[src/rtl/trivium_stream_pkg.sv]
// Shared constants, FSM encoding and state-load helper for the Trivium keystream engine.
package trivium_stream_pkg;
  localparam int TRIV_STATE_W     = 288;
  localparam int TRIV_INIT_ROUNDS = 1152;
  localparam int KEY_W            = 80;
  localparam int IV_W             = 80;

  // Trivium tap positions, 1-based as in the cipher definition
  localparam int T1A = 66;
  localparam int T1B = 93;
  localparam int T1C = 91;
  localparam int T1D = 92;
  localparam int T1E = 171;
  localparam int T2A = 162;
  localparam int T2B = 177;
  localparam int T2C = 175;
  localparam int T2D = 176;
  localparam int T2E = 264;
  localparam int T3A = 243;
  localparam int T3B = 288;
  localparam int T3C = 286;
  localparam int T3D = 287;
  localparam int T3E = 69;

  typedef enum logic [1:0] {IDLE, INIT, RUN, DONE} triv_state_e;

  // Initial register image: key in s1..s80, iv in s94..s173, s286..s288 set.
  function automatic logic [TRIV_STATE_W:1] triv_load(input logic [KEY_W-1:0] key,
                                                      input logic [IV_W-1:0]  iv);
    logic [TRIV_STATE_W:1] s;
    s          = '0;
    s[80:1]    = key;
    s[173:94]  = iv;
    s[288:286] = 3'b111;
    return s;
  endfunction
endpackage

[src/rtl/trivium_stream_if.sv]
// Keystream output bus. Handshake: a word transfers on a rising clk edge where
// ks_valid & ks_ready; the producer holds data/last/bits stable while ks_valid & !ks_ready.
interface trivium_stream_if #(parameter int W = 8);
  logic         ks_valid;
  logic         ks_ready;
  logic [W-1:0] ks_data;
  logic         ks_last;
  logic [6:0]   ks_bits;

  modport master (output ks_valid, ks_data, ks_last, ks_bits, input ks_ready);
  modport slave  (input ks_valid, ks_data, ks_last, ks_bits, output ks_ready);
endinterface

[src/rtl/trivium_stream_round.sv]
// W unrolled Trivium steps, purely combinational; z[k] is the output bit of step k.
module trivium_round
  import trivium_stream_pkg::*;
#(
  parameter int W = 8
) (
  input  logic [TRIV_STATE_W:1] s,
  output logic [TRIV_STATE_W:1] s_next,
  output logic [W-1:0]          z
);
  always_comb begin
    logic [TRIV_STATE_W:1] st;
    logic t1, t2, t3;
    st = s;
    z  = '0;
    t1 = 1'b0;
    t2 = 1'b0;
    t3 = 1'b0;
    for (int k = 0; k < W; k++) begin
      t1   = st[T1A] ^ st[T1B];
      t2   = st[T2A] ^ st[T2B];
      t3   = st[T3A] ^ st[T3B];
      z[k] = t1 ^ t2 ^ t3;
      t1   = t1 ^ (st[T1C] & st[T1D]) ^ st[T1E];
      t2   = t2 ^ (st[T2C] & st[T2D]) ^ st[T2E];
      t3   = t3 ^ (st[T3C] & st[T3D]) ^ st[T3E];
      // Three shift registers, each taking its new bit in at the low end
      st   = {st[287:178], t2, st[176:94], t1, st[92:1], t3};
    end
    s_next = st;
  end
endmodule

[src/rtl/trivium_stream.sv]
// Trivium keystream engine: key/IV load, 1152-round warm-up, then len bits as W-bit words.
module trivium_stream
  import trivium_stream_pkg::*;
#(
  parameter int W     = 8,
  parameter int LEN_W = 16
) (
  input  logic               clk,
  input  logic               reset_n,
  input  logic               start,
  input  logic [KEY_W-1:0]   key,
  input  logic [IV_W-1:0]    iv,
  input  logic [LEN_W-1:0]   len,
  output logic               busy,
  output logic               done,
  output triv_state_e        dbg_state,
  trivium_stream_if.master   ks
);
  localparam int INIT_CYC = TRIV_INIT_ROUNDS / W;
  localparam int CNT_W    = $clog2(INIT_CYC + 1);
  localparam logic [LEN_W-1:0] W_L = LEN_W'(W);

  triv_state_e           state, state_nxt;
  logic [TRIV_STATE_W:1] s, s_step;
  logic [W-1:0]          z, mask;
  logic [LEN_W-1:0]      rem;
  logic [CNT_W-1:0]      rcnt;
  logic                  run, hs, last_word;

  trivium_round #(.W(W)) u_round (.s(s), .s_next(s_step), .z(z));

  assign run       = (state == RUN);
  assign hs        = run & ks.ks_ready;
  assign last_word = (rem <= W_L);
  assign dbg_state = state;

  always_ff @(posedge clk or negedge reset_n) begin
    if (!reset_n) state <= IDLE;
    else          state <= state_nxt;
  end

  always_comb begin
    state_nxt = state;
    case (state)
      IDLE: if (start) state_nxt = (len != '0) ? INIT : DONE;
      INIT: if (rcnt == CNT_W'(INIT_CYC - 1)) state_nxt = RUN;
      RUN:  if (hs && last_word) state_nxt = DONE;
      DONE: state_nxt = IDLE;
      default: state_nxt = IDLE;
    endcase
  end

  always_ff @(posedge clk or negedge reset_n) begin
    if (!reset_n) begin
      s    <= '0;
      rem  <= '0;
      rcnt <= '0;
    end else begin
      case (state)
        IDLE: if (start && len != '0) begin
          s    <= triv_load(key, iv);
          rem  <= len;
          rcnt <= '0;
        end
        INIT: begin
          s    <= s_step;
          rcnt <= rcnt + CNT_W'(1);
        end
        // Only a handshake consumes keystream, so a stall holds the word
        RUN: if (hs) begin
          s   <= s_step;
          rem <= (rem > W_L) ? rem - W_L : '0;
        end
        default: ;
      endcase
    end
  end

  always_comb begin
    for (int k = 0; k < W; k++) mask[k] = (LEN_W'(k) < rem);
    busy        = (state == INIT) || run;
    done        = (state == DONE);
    ks.ks_valid = run;
    ks.ks_data  = run ? (z & mask) : '0;
    ks.ks_last  = run & last_word;
    ks.ks_bits  = !run ? 7'd0 : (last_word ? 7'(rem) : 7'(W));
  end
endmodule

[src/flat_wrapper.sv]
// flat-port wrapper written by rule: the top's interface ports become plain ports
module trivium_stream_flat import trivium_stream_pkg::*;
#(
  parameter int W     = 8,
  parameter int LEN_W = 16
)
  (clk, reset_n, start, key, iv, len, busy, done, dbg_state, ks_ks_valid, ks_ks_data, ks_ks_last, ks_ks_bits, ks_ks_ready);
  trivium_stream_if #(.W(W)) ks_i ();
  input  logic clk;
  input  logic reset_n;
  input  logic start;
  input  logic [KEY_W-1:0] key;
  input  logic [IV_W-1:0] iv;
  input  logic [LEN_W-1:0] len;
  output logic busy;
  output logic done;
  output triv_state_e dbg_state;
  output wire logic [$bits(ks_i.ks_valid)-1:0] ks_ks_valid;
  output wire logic [$bits(ks_i.ks_data)-1:0] ks_ks_data;
  output wire logic [$bits(ks_i.ks_last)-1:0] ks_ks_last;
  output wire logic [$bits(ks_i.ks_bits)-1:0] ks_ks_bits;
  input wire logic [$bits(ks_i.ks_ready)-1:0] ks_ks_ready;
  assign ks_ks_valid = ks_i.ks_valid;
  assign ks_ks_data = ks_i.ks_data;
  assign ks_ks_last = ks_i.ks_last;
  assign ks_ks_bits = ks_i.ks_bits;
  assign ks_i.ks_ready = ks_ks_ready;
  trivium_stream #(.W(W), .LEN_W(LEN_W)) u_core (.clk(clk), .reset_n(reset_n), .start(start), .key(key), .iv(iv), .len(len), .busy(busy), .done(done), .dbg_state(dbg_state), .ks(ks_i));
endmodule
[config.mk]
export PLATFORM = sky130hd
export DESIGN_NAME = trivium_stream_flat
export DESIGN_NICKNAME = d
export VERILOG_FILES = /design/src/rtl/trivium_stream_pkg.sv /design/src/rtl/trivium_stream_if.sv /design/src/rtl/trivium_stream_round.sv /design/src/rtl/trivium_stream.sv /design/src/flat_wrapper.sv
export SDC_FILE = /design/constraint.sdc
export NUM_CORES = 1
export LEC_CHECK = 0
export ABC_AREA = 1
export CORE_ASPECT_RATIO = 0.75
export CORE_MARGIN = 2
export CORE_UTILIZATION = 25
export DETAILED_ROUTE_END_ITERATION = 7
export PLACE_DENSITY = 0.44
export RECOVER_POWER = 100
export SLEW_MARGIN = 5
export SYNTH_ARGS = -nofsm -noshare
export SYNTH_HDL_FRONTEND = slang
export SYNTH_SLANG_ARGS = --single-unit
[constraint.sdc]
create_clock -name clk -period 2.08 [get_ports clk]
set_input_delay 0.416 -clock clk [delete_from_list [all_inputs] [get_ports clk]]
set_output_delay 0.416 -clock clk [all_outputs]
set_load 0.01 [all_outputs]
==> results of run 1 <==
[sequential cells by signal (all words and copies together), names as in the netlist]
signal / cells
u_core.s: 288
u_core.rem: 16
u_core.rcnt: 8
u_core.dbg_state: 2
[worst paths after layout]
path	from	depth (start not counted)	endpoint
max	u_core.rem[10]	10	ks_ks_data[5]
min	key[35]	3	u_core.s[36]
max reg2reg	u_core.rem[8]	17	u_core.rem[11]
min reg2reg	u_core.s[4]	2	u_core.s[4]
max in group asynchronous	reset_n	4	u_core.s[27]
min in group asynchronous	reset_n	2	u_core.s[130]
[cell type report]
class | instances | area (um^2) | area share, %
Multi-Input combinational cell | 1325 | 7480 | 33.2
Sequential cell | 314 | 7870 | 34.9
Antenna cell | 3 | 7.51 | 0.0333
Clock buffer | 54 | 1060 | 4.71
Clock inverter | 13 | 244 | 1.08
Inverter | 48 | 185 | 0.822
Tap cell | 810 | 1010 | 4.50
Timing Repair Buffer | 472 | 4680 | 20.8
[metal layers]
metal | vias to the layer above | part of all wire [%] | global-route usage [%]
met5 | - | 0.048 | 0
met4 | 4 | 1.4 | 3.45
met3 | 50 | 4.9 | 3.07
met2 | 219 | 43 | 23.2
met1 | 6238 | 50 | 22.8
li1 | 6641 | - | -
[placed cells by master, fill, tap and decap left out, drive strengths merged]
cell type,netlist,layout
nand2,645,645
dfrtp,314,314
o21ai,298,298
buf,84,270
clkdlybuf4s50,0,179
mux2i,140,140
nor2,109,109
clkbuf,22,74
inv,47,50
xor2,46,46
nand3,36,36
xnor2,31,31
ha,8,8
bufinv,0,5
clkinv,1,5
a21oi,4,4
diode,0,3
conb,1,2
nor3,2,2
nor3b,1,1
o31ai,1,1
nand3b,1,1
or2,1,1
clkinvlp,0,1
dlygate4sd3,0,1
dlygate4sd2,0,1
clkdlybuf4s15,0,1
[what timing repair did]
action / CTS / global route
resized for setup: 156 / 92
pin swaps: 39 / 47
endpoints found under the hold margin: 26 / 0
setup buffers: 40 / 33
cloned: 0 / 10
hold buffers: 1 / 0
setup endpoints to repair: 31 / 91
[logic make-up after synthesis]
kind of cell / Yosys count
xor gates and xnor gates: 77
buffers and inverters: 154
DFF: 314
other: 1
AOI/OAI and AO/OA: 303
muxes: 140
adders and majority gates: 8
and+or+nand+nor: 795
[worst reg2reg max path: stages, from the launching register on]
cell     delay, ns
dfrtp_2       0.45
nor2_2        0.14
nand2_2       0.09
buf_6         0.13
buf_6         0.11
buf_6         0.11
buf_6         0.10
buf_6         0.10
buf_6         0.10
buf_6         0.10
buf_6         0.10
buf_6         0.10
buf_6         0.11
nor2_4        0.12
xnor2_2       0.12
o21ai_1       0.08
nand2_1       0.06
nand2_1       0.05
[report_power, final]
| part | switching (mW) | internal (mW) | total, mW |
|---|---|---|---|
| Sequential | 2.17 | 9.02 | 11.2 |
| Combinational | 5.94 | 5.68 | 11.6 |
| Clock | 2.83 | 4.22 | 7.06 |
==> flow_summary.json, run 1 <==
{
  "postRouteWirelength_um": 51600,
  "timing.critical_path.mode_cell": "nand2_4",
  "synthTopCellsByCount": "633 x nand2_1, 314 x dfrtp_1, 253 x o21ai_1",
  "timing.critical_path.arrival_ns": 2.08,
  "startpoint_type": "flop",
  "worst_ir_drop_vdd_mv": 0.568,
  "die_width_um": 293,
  "grt_util_all_layers_pct": 15.5,
  "ys_seq_elements": 314,
  "finalSetupViolations": 17,
  "post-place-cells": 2895,
  "yosys-top-cells-area": "dfrtp_1 50%, nand2_1 15%, mux2i_1 9.0%",
  "finish.utilization_pct": 36.4,
  "initial_antenna_violation_count": 3,
  "areaGrowthSynthToFinish_pct": 43.9,
  "grt_max_degree": 81,
  "yosysWarningCount": 0,
  "vias_per_cell": 4.33,
  "crit_buf_inv": 2,
  "die_height_um": 221,
  "io_buffer_count": 198,
  "post_synth_instance_area_um2": 15700,
  "relSlewSlack_pct": 30.5,
  "post_layout_nonfiller_instances": 3039,
  "global_route_overflow": 0,
  "power.static_leakage_nw": 10.8,
  "timing.fmax_mhz": 401,
  "clk_transition_reported_paths_ns": 0.06,
  "fillers": 6275,
  "critPathMaxFanout": 6,
  "synthesis.instances": 1792,
  "initial_utilization_pct": 25.3,
  "drt_first_iter_violations": 966,
  "synth_simple_gate_area_share_pct": 19.7,
  "detailedRoute.firstPassIterationCount": 5,
  "worst_path_dominant_cell_family": "simple AND/OR/NAND/NOR gates",
  "detail_route.wl_per_cell_um": 17.0,
  "slew_violations": 0,
  "synth_largest_type_area_fraction_pct": 50.2,
  "dr_total_vias": 13152,
  "row_count": 79,
  "post-route-drc-count": 0,
  "seq_area_frac_synth_pct": 50.2,
  "synthMuxAreaShare_pct": 8.95,
  "preCtsSetupSlack_ns": -0.510,
  "post_layout_inst_area_um2": 22500,
  "synth_area_in_compound_gates_pct": 10.2,
  "ff2ff_setup_slack_ns": -0.20,
  "worst_margin_pin_slew_ns": 1.04,
  "total_power_mw": 29.9,
  "cts_made_buffers": 38,
  "clock_path_buffers": 3,
  "io-pin-count": 201,
  "fin_setup_tns_ns": -5.14,
  "grt_first_pass_wirelength_um": 77100,
  "synth.avg_cell_area_um2": 8.73,
  "min_path_type": "in -> reg",
  "req_time_crit_path_ns": 1.66,
  "yosys.cell_count.top_type": "nand2_1",
  "post_dp_cell_area_um2": 19800,
  "coreArea_um2": 62000,
  "drt.antenna.violating_nets": 0,
  "dp.final_hpwl_um": 35900,
  "cell_accounting_for_the_most_synthesized_area": "dfrtp_1",
  "timing.max_cap.violations": 0,
  "die_area_um2": 64600,
  "dominantRegCellSynth": "dfrtp_1",
  "critical_path.endpoint_type": "output pin",
  "xor_xnor_cell_area_share_of_the_yosys_netlist_pct": 4.31,
  "synth.lib_cells_used.distinct": 31,
  "violations": "setup timing",
  "cts_htree_levels": 2,
  "clock_sink_count": 314,
  "fin_worst_skew_ns": 0.0267,
  "tritoncts_clock_tree": "done",
  "timing.final.hold_violations": 0,
  "main_combinational_cell_family_by_area_after_synthesis": "simple AND/OR/NAND/NOR gates",
  "worst_skew_pair.late_latency_ns": 0.58,
  "unrepaired_setup_endpoints_after_global_routing": "true",
  "layout_setup_ws_ns": -0.414,
  "place_congestion": 0.798,
  "cp_slowest_stage_delay_ns": 0.43,
  "cp_cell_sequence": "nor2_2 -> nand2_2 -> nor2_4 -> nand2_4 -> nand2_4 -> o21ai_4 -> buf_6 -> nand2_4 -> nor2_4 -> buf_6",
  "timing.critical_path.slowest_stage_cell": "dfrtp_1",
  "nNetsFinal": 2387,
  "critical_path_class": "reg -> out",
  "synth_enable_flop_cells": 0,
  "first_global_vias": 13147,
  "clock-root-buffer": "clkbuf_16",
  "status": "finished, violations left",
  "power_density_nw_per_um2": 1330,
  "yosys.area_share.adder_pct": 0.640,
  "worst_hold_slack_across_all_endpoints_ns": 0.474,
  "asyncSetResetFlopFracSynth_pct": 100,
  "finalCritPeriodShare_pct": 120,
  "fin_crit_ns": 2.49,
  "drive_gt1_share_pct": 21.3
}
Power figures use the tool's default switching activity.
==> inputs of run 2 (changes only) <==
CTS_CLUSTER_SIZE = 40   (was default)
==> results of run 2 <==
No change in the layout: final DEF, timing and power equal those of run 1.
